[src/rtl/fetch_queue.sv]
// Instruction-fetch stage: one outstanding imem read, results buffered in a
// small circular FIFO and handed to decode over valid/ready; br_taken flushes.
module fetch_queue #(
  parameter int DEPTH   = 2,
  parameter int ADDR_W  = 64,
  parameter int INSTR_W = 32
) (
  input  logic               clk,
  input  logic               reset,
  input  logic [ADDR_W-1:0]  program_index,
  input  logic               br_taken,
  output logic               pc_advance,
  output logic               imem_req,
  output logic [ADDR_W-1:0]  imem_addr,
  input  logic               imem_ack,
  input  logic [INSTR_W-1:0] imem_data,
  output logic               id_valid,
  output logic [INSTR_W-1:0] id_instr,
  output logic [ADDR_W-1:0]  id_pc,
  input  logic               id_ready
);

  localparam int PTR_W = $clog2(DEPTH);
  localparam int CNT_W = $clog2(DEPTH + 1);

  typedef enum logic [1:0] {S_IDLE, S_WAIT, S_DROP} state_t;

  state_t             state_q, state_d;
  logic               imem_req_q, imem_req_d;
  logic [ADDR_W-1:0]  imem_addr_q, imem_addr_d;
  logic [PTR_W-1:0]   head_q, head_d;
  logic [PTR_W-1:0]   tail_q, tail_d;
  logic [CNT_W-1:0]   count_q, count_d;

  logic [INSTR_W-1:0] instr_mem [DEPTH];
  logic [ADDR_W-1:0]  pc_mem    [DEPTH];

  logic push;
  logic pop;

  assign push       = (state_q == S_WAIT) && imem_ack && !br_taken;
  assign pop        = id_valid && id_ready;
  assign pc_advance = push;
  assign id_valid   = (count_q != '0);
  assign id_instr   = instr_mem[head_q];
  assign id_pc      = pc_mem[head_q];
  assign imem_req   = imem_req_q;
  assign imem_addr  = imem_addr_q;

  always_comb begin
    state_d     = state_q;
    imem_addr_d = imem_addr_q;
    unique case (state_q)
      S_IDLE: begin
        // Space is checked here so a later push from WAIT always fits.
        if ((count_q < CNT_W'(DEPTH)) && !br_taken) begin
          state_d     = S_WAIT;
          imem_addr_d = program_index;
        end
      end
      S_WAIT: begin
        if (imem_ack)      state_d = S_IDLE;
        else if (br_taken) state_d = S_DROP;
      end
      S_DROP: begin
        if (imem_ack) state_d = S_IDLE;
      end
      default: state_d = S_IDLE;
    endcase
    imem_req_d = (state_d != S_IDLE);
  end

  always_comb begin
    head_d  = head_q;
    tail_d  = tail_q;
    count_d = count_q;
    if (br_taken) begin
      head_d  = tail_q;
      count_d = '0;
    end else begin
      if (pop)  head_d = head_q + PTR_W'(1);
      if (push) tail_d = tail_q + PTR_W'(1);
      if (push && !pop)      count_d = count_q + CNT_W'(1);
      else if (pop && !push) count_d = count_q - CNT_W'(1);
    end
  end

  always_ff @(posedge clk or negedge reset) begin
    if (!reset) begin
      state_q     <= S_IDLE;
      imem_req_q  <= 1'b0;
      imem_addr_q <= '0;
      head_q      <= '0;
      tail_q      <= '0;
      count_q     <= '0;
    end else begin
      state_q     <= state_d;
      imem_req_q  <= imem_req_d;
      imem_addr_q <= imem_addr_d;
      head_q      <= head_d;
      tail_q      <= tail_d;
      count_q     <= count_d;
    end
  end

  always_ff @(posedge clk) begin
    if (push) begin
      instr_mem[tail_q] <= imem_data;
      pc_mem[tail_q]    <= imem_addr_q;
    end
  end

endmodule
[config.mk]
export PLATFORM = sky130hd
export DESIGN_NAME = fetch_queue
export DESIGN_NICKNAME = d
export VERILOG_FILES = /design/src/rtl/fetch_queue.sv
export SDC_FILE = /design/constraint.sdc
export NUM_CORES = 1
export LEC_CHECK = 0
export ABC_CLOCK_PERIOD_IN_PS = 5630
export BUFFER_PORTS_ARGS = -buffer_cell sky130_fd_sc_hd__buf_2
export CAP_MARGIN = 20
export CORE_MARGIN = 8
export CORE_UTILIZATION = 47
export CTS_CLUSTER_SIZE = 24
export DETAILED_ROUTE_END_ITERATION = 10
export GPL_TIMING_DRIVEN = 0
export PLACE_DENSITY = 0.83
export SLEW_MARGIN = 30
export SYNTH_ARGS = -nofsm -noshare
export SYNTH_HDL_FRONTEND = slang
export SYNTH_SLANG_ARGS = --single-unit
[constraint.sdc]
create_clock -name clk -period 5.63 [get_ports clk]
set_clock_uncertainty 0.2 [all_clocks]
set_input_delay 0.8445 -clock clk [delete_from_list [all_inputs] [get_ports clk]]
set_output_delay 0.8445 -clock clk [all_outputs]
set_load 0.01 [all_outputs]
# ---- Yosys cells after proc, flatten, opt, wreduce, memory -nomap -nowiden
# Memories as Yosys holds them, arrays and structs flattened.
# Cells that the tools add are included.
# W data, S select, Z words.
dict set report word_totals {
  output_inout_bits 163
  mem_bits_rw 192
  reg_bits 71
  mem_count 2
  wordCells 44
}
dict set report op_classes {
  eq_ne 2
  n_reduce_logical 16
  n_addsub 4
  n_lt_le_gt_ge 1
  n_mux 12
  n_bitwise 1
}
# memory depth width read_ports rd_ports_with_merged_regs wr line_no
set mem_list {}
lappend mem_list {pc_mem 2 64 1 0 1 36} ;# logic [ADDR_W-1:0] pc_mem [DEPTH];
lappend mem_list {instr_mem 2 32 1 0 1 35} ;# logic [INSTR_W-1:0] instr_mem [DEPTH];
# operator count
set op_table {}
lappend op_table {{$mux W2} 7}
lappend op_table {{$logic_and A1 B1 Y1} 6}
lappend op_table {{$pmux W2 S3} 1}
lappend op_table {{$reduce_bool A2 Y1} 3}
lappend op_table {{$mux W1} 4}
lappend op_table {{$reduce_and A2 Y1} 2}
lappend op_table {{$logic_not A1 Y1} 3}
lappend op_table {{$reduce_bool A3 Y1} 1}
lappend op_table {{$add A1 B1 Y1 const B} 2}
lappend op_table {{$add A2 B1 Y2 const B} 1}
lappend op_table {{$eq A2 B1 Y1 const B} 1}
lappend op_table {{$eq A2 B2 Y1 const B} 1}
lappend op_table {{$logic_not A2 Y1} 1}
lappend op_table {{$lt A2 B2 Y1 const B} 1}
lappend op_table {{$sub A2 B1 Y2 const B} 1}
lappend op_table {{$not A1 Y1} 1}

# ---- Depth between registers and ports, before layout
dict set report logic_depth {
  depth_word 8
  mapped_depth 5
  depth_no_buf 3
}

# ---- Worst setup path after synthesis
# No wires, ideal clock.
dict set report synth_path {
  path_kind {input to register}
  from {input port br_taken}
  to {memory instr_mem[0][0] (enable)}
  t_required_ps 4867
  slack_ps -976
  path_buffers 2
  cell_stages 4
  setup_time_ps 563
  t_arrival_ps 5843
  path_cell_list {buf_2 nor4bb_1 clkbuf_1 nor2b_1}
}
dict set report synth_via {
  elab_chain_cells 4
}
# item line_no
set synth_lines {}
lappend synth_lines {{start: declaration} 11} ;# input logic br_taken,
lappend synth_lines {{$logic_not A1 Y1} 41} ;# assign push = (state_q == S_WAIT) && imem_ack && !br_taken;
lappend synth_lines {{$logic_and A1 B1 Y1} 41}
lappend synth_lines {{named net pc_advance} 12} ;# output logic pc_advance,
lappend synth_lines {{$mux W1} 107} ;# if (push) begin
lappend synth_lines {{$mux W1 (implied by the code)} 108} ;# instr_mem[tail_q] <= imem_data;
lappend synth_lines {{end: declaration} 35}
# The timed path passes the listed nets, and every way through them passes these cells.

# ---- Worst setup path in the final report
dict set report layout_path {
  from {register head_q}
  to {output port id_pc[41]}
}
dict set report layout_via {
  elab_chain_cells 1
}
# item line_no
set layout_lines {}
lappend layout_lines {{start: declaration} 31} ;# logic [PTR_W-1:0] head_q, head_d;
lappend layout_lines {{start signal: assignment} 93} ;# head_q <= '0;
lappend layout_lines {{start signal: assignment} 100} ;# head_q <= head_d;
lappend layout_lines {{$mem_v2 Z2 W64} -}
lappend layout_lines {{end: declaration} 19} ;# output logic [ADDR_W-1:0] id_pc,
# No other way between the ends.

==> key figures <==
Outcome
  • Status: finished clean

Setup path
  • CP Max Fanout: 10
  • Critical Path Start: head_q
  • CP required: approximately 4.6 ns
  • Worst path arrival time: approximately 2.7 ns
  • Cells on worst reg2reg path: 6
  • Crit path capture type: output port
  • Startpoint Class: flop
  • Crit Path Category: flop to output port
  • Worst R2R Start: state_q[0]

Timing
  • Period utilization: between 60% and 70%
  • Clock period minus worst slack: 3.721 ns
  • Final Max Tran Viols: 0
  • Post-route worst setup slack: between 1.5 and 2 ns
  • Setup violators final: 0
  • Worst-Margin Slew: just under 0.8 ns
  • Max Clock Freq: ~0.27 GHz
  • Hold_ws: about 0.065 ns
  • Final Hold Fails: 0
  • RSZ-0062 raised after global routing: no
  • Slew HR: between 40% and 50%

Detailed routing
  • Top Layer Used: met4
  • Routed wl met3: approximately 1400 µm
  • Wl on met1: between 8000 and 9000 µm
  • Met2 Wirelength: approximately 11,000 µm
  • Routed via count: 5,304
  • Drt wl/cell: a little under 20 µm
  • Drt pass-1 iters: 4
  • Detailed Route Iter0 Violations: approximately 220
  • Drc violations: 0
  • DRT antenna net count: 0
  • Wirelength, routed: between 20,000 and 25,000 µm
  • Drt via density: ~5.0

Yosys
  • Post-Syn Instances: around 470
  • Yosys reg bits: roughly 260
  • Seq/Total Area, Yosys: between 70 and 80%
  • Syn Nets: 569
  • Area of the mapped netlist: a little under 10,000 µm²
  • Synth cell types: 25
  • Synth Area per Inst: 20.61 µm²
  • Ys Warns: 0

Hold path
  • Worst Hold Class: input port to async pin

Clocking
  • Clock-pin slew on the worst setup and hold paths: 0.06 ns
  • Htree depth: 1
  • Post-CTS Setup Inserts: 0
  • Number of hold buffers added after cts: 0
  • Sinks on Clock Net: about 260
  • Number of buffers created by CTS: 26
  • Skew-Pair Late Insertion Delay: a little over 0.5 ns
  • Post-CTS sizing: 0
  • CTS root buf: clkbuf_16
  • TritonCTS clock tree: done
  • Clk buf depth: 3

Place
  • Pre-CTS WS: ~2.3 ns
  • Count of input and output buffers: roughly 260
  • HPWL Detailed: approximately 15,000 µm
  • RD Place Congestion: between 0.7 and 0.8
  • Dpl cells: 1,009

Floorplan
  • # rows: 52
  • Die area: roughly 25,000 µm²
  • Initial core utilization: a little under half
  • Die Y: approximately 160 µm
  • Die width: about 160 µm
  • Core footprint: slightly above 20,000 µm²
  • I/O Pins: 264

Flow run
  • Max-Cap Viols: 0

Global route
  • Vias in the first global route: between 5,000 and 6,000
  • Pin count of the biggest net entering global routing: between 40 and 50
  • Initial antenna violation count: 0
  • Total gr overflow: 0
  • First-pass GRT wire length: around 33,000 µm
  • Total track usage: between 10% and 20%

Finish
  • Antenna cells: 0
  • Non-filler instance count after layout: roughly 1,100
  • Share of cells above drive strength 1: 60.36%
  • Post-layout util: 61.25%
  • Final nets: roughly 870
  • Area growth syn-to-layout: 28.07%

Power and ir drop
  • Total chip power: 5.148 mW
  • Pwr per Cell Area: around 420 nW/µm²
  • Max VDD drop: between 0.3 and 0.4 mV
  • Leakage: around 4.8 nW
==> critical path, stage by stage, from the launching register on <==
cell and delay (ns):
dfrtp_1 0.32, clkbuf_1 0.38, clkbuf_1 0.54, buf_2 0.38, mux2_2 0.38, buf_2 0.15
==> final timing paths <==
path	to	slack, ns
worst max-delay path	id_pc[41]	1.91
worst min-delay path	imem_addr[49]	0.07
worst max register to register	pc_mem[0][28]	3.06
worst min register to register	pc_mem[1][8]	0.29
max in group asynchronous	imem_addr[22]	4.59
min in group clk	pc_mem[1][8]	0.29
==> cells in the mapped netlist <==
library cell  count  share of area (%)
nor3b_1           1              0.078
nor3_1            1              0.052
nand2b_1          2               0.13
nor4_4            1               0.22
xor2_1            2               0.18
o21ai_0           3               0.16
edfxtp_1        192                 60
and3b_1           1              0.091
and2_1            1              0.065
clkbuf_1          9               0.35
a21oi_1           2               0.10
nor4_1            1              0.065
mux2_1            5               0.58
nor2b_1           3               0.19
nand3b_1          1              0.078
or2_2             2               0.13
nor4bb_1          1               0.10
nor2_1            1              0.039
dfrtp_1          71                 18
nand2_1           1              0.039
buf_2             4               0.21
mux2_2          155                 18
a2111oi_0         1              0.091
buf_6             6               0.70
and3_1            1              0.065
==> cells in the final DEF, fill, tap and decap left out, types with 3 or more instances in the layout <==
master	Yosys	routed
buf_16	0	7
buf_2	4	265
buf_6	6	7
clkbuf_1	9	21
clkbuf_16	0	27
clkbuf_8	0	4
dfrtp_1	71	71
edfxtp_1	192	192
mux2_1	5	5
mux2_2	155	155
o21ai_0	3	3
==> cells by family after synthesis <==
group | after synthesis | share of synthesized area (%)
xor gates and xnor gates | 2 | 0.1816
muxes | 160 | 18.68
AOI/OAI and AO/OA | 6 | 0.3502
DFF | 263 | 78.18
buffers and inverters | 19 | 1.258
and+or+nand+nor | 18 | 1.349
==> power by group <==
| group | total (mW) | switching (mW) | internal, mW |
|---|---|---|---|
| logic | 1.08 | 0.553 | 0.525 |
| registers | 2.42 | 0.115 | 2.31 |
| clock network | 1.65 | 0.666 | 0.982 |
| total | 5.15 | 1.33 | 3.81 |
==> flip-flops by register name (all words and copies together) (netlist names) <==
name	count
instr_mem	64
imem_addr	64
head_q	1
pc_mem	128
tail_q	1
count_q	2
state_q	2
imem_req	1
==> area by class of cell <==
class | instances | area [µm²]
flip-flops and latches | 263 | 7542
repair buffers | 271 | 1533
multi-input cells | 186 | 1993
clock buffers | 43 | 775.7
fillers | 1514 | 7815
plain buffers | 19 | 121.4
well taps | 270 | 337.8
clock inverters | 5 | 51.30
==> through the flow <==
stage,cell area [µm²],setup TNS [ns]
after global routing,12350,0
after detailed placement,11530,0
after global placement,11300,-65.45
after floorplan,9649,0
final,12350,0
after CTS,12350,0
==> per-layer routing <==
metal	vias to the layer above	GRT usage [%]
li1	2411	-
met2	187	28.11
met5	-	0
met3	37	4.757
met4	0	4.245
met1	2669	18.97
Note: power is estimated with default switching activity, not from simulation.
